File: config.mk
export PLATFORM = sky130hd
export DESIGN_NAME = fifo_uart_tx_flat
export DESIGN_NICKNAME = d
export VERILOG_FILES = /design/src/rtl/fifo_uart_tx_if.sv /design/src/rtl/fifo_uart_tx.sv /design/src/flat_wrapper.sv
export SDC_FILE = /design/constraint.sdc
export NUM_CORES = 1
export LEC_CHECK = 0
export BUFFER_PORTS_ARGS = -buffer_cell sky130_fd_sc_hd__buf_2
export CAP_MARGIN = 20
export CORE_ASPECT_RATIO = 1.25
export CORE_UTILIZATION = 40
export CTS_CLUSTER_SIZE = 16
export DETAILED_ROUTE_END_ITERATION = 10
export PLACE_DENSITY = 0.67
export SLEW_MARGIN = 0
export SYNTH_ARGS = -nofsm -noshare
export SYNTH_HDL_FRONTEND = slang
export SYNTH_SLANG_ARGS = --single-unit
File: constraint.sdc
create_clock -name clk -period 5.41 [get_ports clk]
set_input_delay 0 -clock clk [delete_from_list [all_inputs] [get_ports clk]]
set_output_delay 0 -clock clk [all_outputs]
set_load 0.02 [all_outputs]
File: src/rtl/fifo_uart_tx_if.sv
// Bundle between the byte FIFO read side / status pins and the UART drain stage.
// The FIFO side (master) presents data and empty flag; fifo_uart_tx (slave) pops and reports status.
interface fifo_uart_tx_if #(
   parameter int CNT_W = 8
);
   logic             en;
   logic [7:0]       fifo_data;
   logic             fifo_empty;
   logic             fifo_rd;
   logic             tx;
   logic             busy;
   logic [CNT_W-1:0] frames_sent;

   modport master (
      output en, fifo_data, fifo_empty,
      input  fifo_rd, tx, busy, frames_sent
   );

   modport slave (
      input  en, fifo_data, fifo_empty,
      output fifo_rd, tx, busy, frames_sent
   );
endinterface

File: src/rtl/fifo_uart_tx.sv
// FIFO drain stage: pops first-word-fall-through bytes and sends each as an 8N1 UART frame.
// Define FIFO_UART_TX_PARITY_EN to insert an even-parity bit between data and stop (8E1).
module fifo_uart_tx #(
   parameter int CLKS_PER_BIT = 16,
   parameter int CNT_W        = 8
) (
   input logic            clk,
   input logic            rst_n,
   fifo_uart_tx_if.slave  bus
);
   localparam int BAUD_W = $clog2(CLKS_PER_BIT);
   localparam logic [BAUD_W-1:0] BAUD_LAST = BAUD_W'(CLKS_PER_BIT - 1);

   localparam logic [2:0] S_IDLE   = 3'd0;
   localparam logic [2:0] S_START  = 3'd1;
   localparam logic [2:0] S_DATA   = 3'd2;
`ifdef FIFO_UART_TX_PARITY_EN
   localparam logic [2:0] S_PARITY = 3'd3;
`endif
   localparam logic [2:0] S_STOP   = 3'd4;

   logic [2:0]        state_q, state_d;
   logic [BAUD_W-1:0] baud_q, baud_d;
   logic [2:0]        bit_q, bit_d;
   logic [7:0]        shift_q, shift_d;
   logic [CNT_W-1:0]  cnt_q, cnt_d;
   logic              tx_q, tx_d;
`ifdef FIFO_UART_TX_PARITY_EN
   logic              par_q, par_d;
`endif
   logic              baud_last;
   logic              fifo_rd;

   assign baud_last = (baud_q == BAUD_LAST);

   // NOTE: the strobe is gated by rst_n so the FIFO never pops while this block is held in reset.
   assign fifo_rd = rst_n & bus.en & ~bus.fifo_empty &
                    ((state_q == S_IDLE) | ((state_q == S_STOP) & baud_last));

   always_comb begin
      // NOTE: every next-state signal gets a default first, so no path can infer a latch.
      state_d = state_q;
      baud_d  = baud_last ? '0 : baud_q + 1'b1;
      bit_d   = bit_q;
      shift_d = shift_q;
      cnt_d   = cnt_q;
`ifdef FIFO_UART_TX_PARITY_EN
      par_d   = par_q;
`endif
      case (state_q)
         S_IDLE: begin
            baud_d = '0;
            if (fifo_rd) begin
               shift_d = bus.fifo_data;
`ifdef FIFO_UART_TX_PARITY_EN
               par_d   = ^bus.fifo_data;
`endif
               state_d = S_START;
            end
         end
         S_START: begin
            if (baud_last) begin
               bit_d   = 3'd0;
               state_d = S_DATA;
            end
         end
         S_DATA: begin
            if (baud_last) begin
               shift_d = shift_q >> 1;
               if (bit_q == 3'd7) begin
`ifdef FIFO_UART_TX_PARITY_EN
                  state_d = S_PARITY;
`else
                  state_d = S_STOP;
`endif
               end else begin
                  bit_d = bit_q + 3'd1;
               end
            end
         end
`ifdef FIFO_UART_TX_PARITY_EN
         S_PARITY: begin
            if (baud_last) state_d = S_STOP;
         end
`endif
         S_STOP: begin
            if (baud_last) begin
               cnt_d = cnt_q + 1'b1;
               // Back-to-back: reload straight into START with no idle gap.
               if (fifo_rd) begin
                  shift_d = bus.fifo_data;
`ifdef FIFO_UART_TX_PARITY_EN
                  par_d   = ^bus.fifo_data;
`endif
                  state_d = S_START;
               end else begin
                  state_d = S_IDLE;
               end
            end
         end
         default: state_d = S_IDLE;
      endcase

      // The line level is derived from the next state so tx can come straight from a flop.
      tx_d = 1'b1;
      case (state_d)
         S_START:  tx_d = 1'b0;
         S_DATA:   tx_d = shift_d[0];
`ifdef FIFO_UART_TX_PARITY_EN
         S_PARITY: tx_d = par_d;
`endif
         default:  tx_d = 1'b1;
      endcase
   end

   // NOTE: sequential state uses non-blocking assignments only; reset is sampled on the clock edge.
   always_ff @(posedge clk) begin
      if (!rst_n) begin
         state_q <= S_IDLE;
         baud_q  <= '0;
         bit_q   <= '0;
         shift_q <= '0;
         cnt_q   <= '0;
         tx_q    <= 1'b1;
`ifdef FIFO_UART_TX_PARITY_EN
         par_q   <= 1'b0;
`endif
      end else begin
         state_q <= state_d;
         baud_q  <= baud_d;
         bit_q   <= bit_d;
         shift_q <= shift_d;
         cnt_q   <= cnt_d;
         tx_q    <= tx_d;
`ifdef FIFO_UART_TX_PARITY_EN
         par_q   <= par_d;
`endif
      end
   end

   assign bus.fifo_rd     = fifo_rd;
   assign bus.tx          = tx_q;
   assign bus.busy        = (state_q != S_IDLE);
   assign bus.frames_sent = cnt_q;
endmodule

File: src/flat_wrapper.sv
// flat-port wrapper written by rule: the top's interface ports become plain ports
module fifo_uart_tx_flat 
#(
   parameter int CLKS_PER_BIT = 16,
   parameter int CNT_W        = 8
)
  (clk, rst_n, bus_en, bus_fifo_data, bus_fifo_empty, bus_fifo_rd, bus_tx, bus_busy, bus_frames_sent);
  fifo_uart_tx_if #(.CNT_W(CNT_W)) bus_i ();
  input logic clk;
  input logic rst_n;
  input wire logic [$bits(bus_i.en)-1:0] bus_en;
  input wire logic [$bits(bus_i.fifo_data)-1:0] bus_fifo_data;
  input wire logic [$bits(bus_i.fifo_empty)-1:0] bus_fifo_empty;
  output wire logic [$bits(bus_i.fifo_rd)-1:0] bus_fifo_rd;
  output wire logic [$bits(bus_i.tx)-1:0] bus_tx;
  output wire logic [$bits(bus_i.busy)-1:0] bus_busy;
  output wire logic [$bits(bus_i.frames_sent)-1:0] bus_frames_sent;
  assign bus_i.en = bus_en;
  assign bus_i.fifo_data = bus_fifo_data;
  assign bus_i.fifo_empty = bus_fifo_empty;
  assign bus_fifo_rd = bus_i.fifo_rd;
  assign bus_tx = bus_i.tx;
  assign bus_busy = bus_i.busy;
  assign bus_frames_sent = bus_i.frames_sent;
  fifo_uart_tx #(.CLKS_PER_BIT(CLKS_PER_BIT), .CNT_W(CNT_W)) u_core (.clk(clk), .rst_n(rst_n), .bus(bus_i));
endmodule
Word level (Yosys, flattened, before mapping):

Cells that the tools add are included.

* add/sub/neg operators: 3
* multipliers: 0
* div/mod/pow operators: 0
* order comparisons: 0
* eq/ne operators: 11
* shift operators: 0
* multiplexer cells: 16
* bitwise operators: 7
* reductions and logical operators: 8

Operators with widths (count)
* 2-to-1 mux 3 bit: 8
* 2-to-1 mux 8 bit: 3
* case mux 8 bit (3 select lines): 1
* case mux 3 bit (4 select lines): 1
* adder 8 x 1 -> 8 bit (second input constant): 1
* equality test 3 x 1 -> 1 bit (second input constant): 2
* equality test 3 x 2 -> 1 bit (second input constant): 2
* equality test 3 bit (second input constant): 2
* inequality test 2 x 1 -> 1 bit (second input constant): 3
* case mux 3 bit (2 select lines): 1
* nonzero test 3 bit: 2
* adder 4 x 1 -> 4 bit (second input constant): 1
* AND 1 bit: 4
* equality test 4 bit (second input constant): 1
* AND reduction 4 bit: 1
* adder 3 x 1 -> 3 bit (second input constant): 1
* zero test 3 bit: 1
* AND reduction 3 bit: 1
* OR reduction 3 bit: 1
* inequality test 2 bit (second input constant): 1
* NOT 1 bit: 2
* case mux 1 bit (2 select lines): 1
* AND reduction 2 bit: 1
* nonzero test 2 bit: 1
* 2 further kinds: 2

* register bits after elaboration: 27
* latch bits: 0
* RAM bits: 0
* bits in read-only memories: 0
* bits of input ports: 12
* output and inout bits: 11
* word-level logic and storage cells: 52
* memories: 0

Depth between registers and ports, before layout:

* word-level depth: 9
* gate-level depth with buffers: 6
* depth with buffers taken out: 6

Least setup slack after synthesis:

Ideal clock, no wire load.

* path type: register -> register
* from: register u_core.baud_q[0]
* to: register u_core.shift_q[1]
* library setup time: 0.117 ns
* arrival time: 1.887 ns
* data required time: 5.293 ns
* path slack: 3.407 ns
* cell stages (with the launch flop): 6
* path buffers: 0
* clock period less this slack: 2.003 ns
* cells stage by stage: dfxtp_1 > ha_1 > nand3_4 > a2111oi_4 > nor3b_2 > a22o_1

* cells in the longest elaborated chain, start to end: 7
* elaborated cells between the ends (all ways): 10
* classes of those cells: eq/ne (3); mux (3); bitwise (3); reduce/logical (1)

RTL lines
* from (decl): line fifo_uart_tx.sv:23 `logic [BAUD_W-1:0] baud_q, baud_d;`
* from (signal assigned): line fifo_uart_tx.sv:130 `baud_q <= baud_d;`
* equality test 4 bit (*): line fifo_uart_tx.sv:34 `assign baud_last = (baud_q == BAUD_LAST);`
* AND 1 bit (*): line fifo_uart_tx.sv:38 `((state_q == S_IDLE) | ((state_q == S_STOP) & baud_last));`
* bitwise OR 1 bit (*): line fifo_uart_tx.sv:38
* AND 1 bit (*): line fifo_uart_tx.sv:37 `assign fifo_rd = rst_n & bus.en & ~bus.fifo_empty &`
* via bus_fifo_rd: line flat_wrapper.sv:14 `output wire logic [$bits(bus_i.fifo_rd)-1:0] bus_fifo_rd;`
* 2-to-1 mux 8 bit (*)
* 2-to-1 mux 8 bit
* case mux 8 bit (3 select lines) (*)
* to (signal assigned): line fifo_uart_tx.sv:132 `shift_q <= shift_d;`
* to (decl): line fifo_uart_tx.sv:25 `logic [7:0] shift_q, shift_d;`

The timed path passes the listed nets; every way through them passes the cells marked *. The select of a mux whose other input is x is not followed.
A chain may end at the register's enable or synchronous reset.

Final worst setup path:

* from: register u_core.baud_q[0]
* to: output port bus_fifo_rd

* cells in the longest elaborated chain, start to end: 4

RTL lines (line)
* equality test 4 bit: fifo_uart_tx.sv:34
* AND 1 bit: fifo_uart_tx.sv:38
* bitwise OR 1 bit: fifo_uart_tx.sv:38
* AND 1 bit: fifo_uart_tx.sv:37
* to (decl): flat_wrapper.sv:14

No other way between the ends.

==> summary.md <==
| Metric | Value |
|---|---|
| Worst vdd ir | between 0.0001 and 0.00015 V |
| Reg power frac | around three fifths |
| Tmin final | 2.09 ns |
| Post-Syn Area | 1360 µm² |
| Worst path required time | roughly 5.4 ns |
| Detailed Place HPWL | between 2000 and 2500 µm |
| Worst hold-check path type | in2reg |
| Pin count of the biggest net entering global routing | 30 |
| Comb pwr share | ~6.4% |
| DR pass1 iterations | 4 |
| Element type at the critical path start | flop |
| Leading area contributor after synthesis | dfxtp_1 |
| Switching power | 82.3 µW |
| Fill cells | between 300 and 400 |
| RSZ-0062 raised after global routing | false |
| Core area | ~3200 µm² |
| Initial antenna violation count | 0 |
| Register area share after synthesis | about two fifths |
| Die Span X | about 54 µm |
| Routed len/inst | 14.3 µm |
| Final hold slack | ~0.046 ns |
| Critical-path maximum fanout | 15 |
| Hold Fails Final Rpt | 0 |
| Post-CTS Setup Repair Bufs | 0 |
| Int Power | roughly 270 µW |
| Area of the multi-input gates | about 770 µm² |
| H-tree levels | 1 |
| Sw Ratio | a little under a quarter |
| Deepest clock path buffer count | 2 |
| Root Buffer | clkbuf_8 |
| CP Data Arrival Time | about 2.1 ns |
| EDFF count, synth | 0 |
| Syn Inst Count | between 100 and 150 |
| First-pass GRT wire length | about 4800 µm |
| Reg area | about 540 µm² |
| Ys Warns | 0 |
| I/O pin count | 23 |
| Starting Density | a little over two fifths |
| Setup TNS | 0 ns |
| Clock network power share | about a third |
| Skew-Pair Late Insertion Delay | between 0.2 and 0.3 ns |
| Die area | ~3600 µm² |
| Final period utilization | about two fifths |
| Diodes inserted | 0 |
| Clk sinks | 27 |
| Prevailing post-synth register cell | dfxtp_1 |
| I/O Buffers | 22 |
| Max Cap Viol | 0 |
| Setup CP Type | reg2out |
| Power density over cell area | between 200 and 250 nW/µm² |
| Hold buffer count at CTS | 0 |
| Via count | 1129 |
| Total gr overflow | 0 |
| DRC Markers | 0 |
| Worst relative slew slack | between 60% and 70% |
| Fmax achieved | 478 MHz |
| Post-synth net total | ~160 |
| ANT nets after route | 0 |
| Area delta synth->final | 12.6% |
| # setup viols final | 0 |
| Seq cells post-synth | 27 |
| Worst Setup End Kind | output pin |
| Number of global-route vias before repair | ~1100 |
| Unique masters post-synth | 41 |
| Status | completed |
| Synth top cells by count | dfxtp_1, a22o_1, clkbuf_1 |
| Drt total wl | 2810 µm |
| CTS tree | yes |
| Slew @ Worst Pin | 0.590 ns |
| Synth top area cells | dfxtp_1, a22o_1, xor2_1 |
| Fin nets | 176 |
| Leak Pwr | about 0.66 nW |
| Fin. max-slew vios | 0 |
| Drt via density | ~5.8 |
| Reg clk slew, reported paths | about 0.1 ns |
| Yosys top cell area share | around two fifths |
| Initial drt markers | 30 |
| CTS Buf Count | 3 |
| Async S/R FF share, synth | 0% |
| Total GRT Usage | around 18% |
| Most common cell in the netlist | dfxtp_1 |
| GP Congestion | 0.791 |
| Final Skew | 0.00671 ns |
| FP Rows | 23 |
| Post_cts resized | 0 |
| Die Height | roughly 67 µm |
| Synth Area per Inst | ~9.6 µm² |
| Layout cell share with drive strength beyond 1 | approximately a fifth |
[stage by stage]
stage | area, µm² | worst slack (ns) | cells | total power [mW] | util (%)
floorplan | 1360 | 3.41 | 142 | 0.224 | -
global placement | 1480 | 3.40 | 192 | 0.231 | 46.0
detailed placement | 1480 | 3.32 | 192 | 0.232 | 46.0
CTS | 1530 | 3.30 | 196 | 0.350 | 47.5
global route | 1530 | 3.14 | 196 | 0.360 | 47.5
finish | 1530 | 3.32 | 196 | 0.348 | 47.5
[sequential cells by signal, summed over array words and instances, names as in the netlist]
name	flops
u_core.bus.tx	1
u_core.shift_q	8
u_core.baud_q	4
u_core.bit_q	3
u_core.state_q	3
u_core.bus.frames_sent	8
[per-layer routing]
metal | up-vias | track usage, % | wire [µm]
met4 | 0 | 6.41 | 15
met2 | 31 | 28.5 | 1410
met1 | 532 | 23.4 | 1260
met3 | 2 | 3.38 | 120
met5 | - | 0 | 0
li1 | 564 | - | -
[power by group through the flow]
stage / Clock, mW / Sequential [mW] / Combinational (mW)
final: 0.120 / 0.205 / 0.0223
after global routing: 0.130 / 0.206 / 0.0248
after CTS: 0.122 / 0.205 / 0.0224
after detailed placement: 0 / 0.210 / 0.0224
after global placement: 0 / 0.210 / 0.0217
after floorplan: 0 / 0.209 / 0.0155
[worst paths after layout]
path | cells past startpoint | startpoint | slack [ns] | endpoint
worst max register to register | 5 | u_core.baud_q[0] | 3.34 | u_core.shift_q[1]
worst min-delay path | 3 | bus_fifo_data[5] | 0.05 | u_core.shift_q[5]
worst max-delay path | 4 | u_core.baud_q[0] | 3.32 | bus_fifo_rd
worst min register to register | 1 | u_core.baud_q[0] | 0.46 | u_core.baud_q[0]
[area by class of cell]
cell class / count / share of cell area, %
clock inverter: 1 / 0.490
clock buffer: 3 / 2.70
sequential: 27 / 35.3
tap: 37 / 3.02
inverter: 4 / 0.980
timing repair buffer: 22 / 7.19
multi-input combinational: 102 / 50.3
[kinds of logic (layout without fill, tap and decap cells)]
group,count (synthesis),in the layout,share of synthesized area [%]
AO/OA/AOI/OAI,35,35,22.0
XOR/XNOR,6,6,3.86
adder cells (fa/ha/maj),4,4,3.68
buffers and inverters,13,30,3.59
flip-flops,27,27,39.7
multiplexers,4,4,2.94
AND/OR/NAND/NOR,53,53,24.2
[layout by cell type, fill, tap and decap left out, types with 4 or more instances in the layout]
| cell | netlist | final |
|---|---|---|
| a21boi_0 | 4 | 4 |
| a22o_1 | 12 | 12 |
| and2_1 | 4 | 4 |
| and3_1 | 4 | 4 |
| buf_2 | 0 | 22 |
| dfxtp_1 | 27 | 27 |
| ha_1 | 4 | 4 |
| inv_1 | 4 | 4 |
| mux2i_1 | 4 | 4 |
| nand2_1 | 6 | 6 |
| nand3_1 | 4 | 4 |
| nand4_1 | 4 | 4 |
| nor2_1 | 6 | 6 |
| nor2b_1 | 5 | 5 |
| xor2_1 | 6 | 6 |
[worst max-delay path, stage by stage (launching register included)]
cell and delay [ns]:
dfxtp_1 0.37, ha_1 0.30, nand3_4 0.20, a2111oi_4 0.66, buf_2 0.28
(Power assumes the default switching activity.)
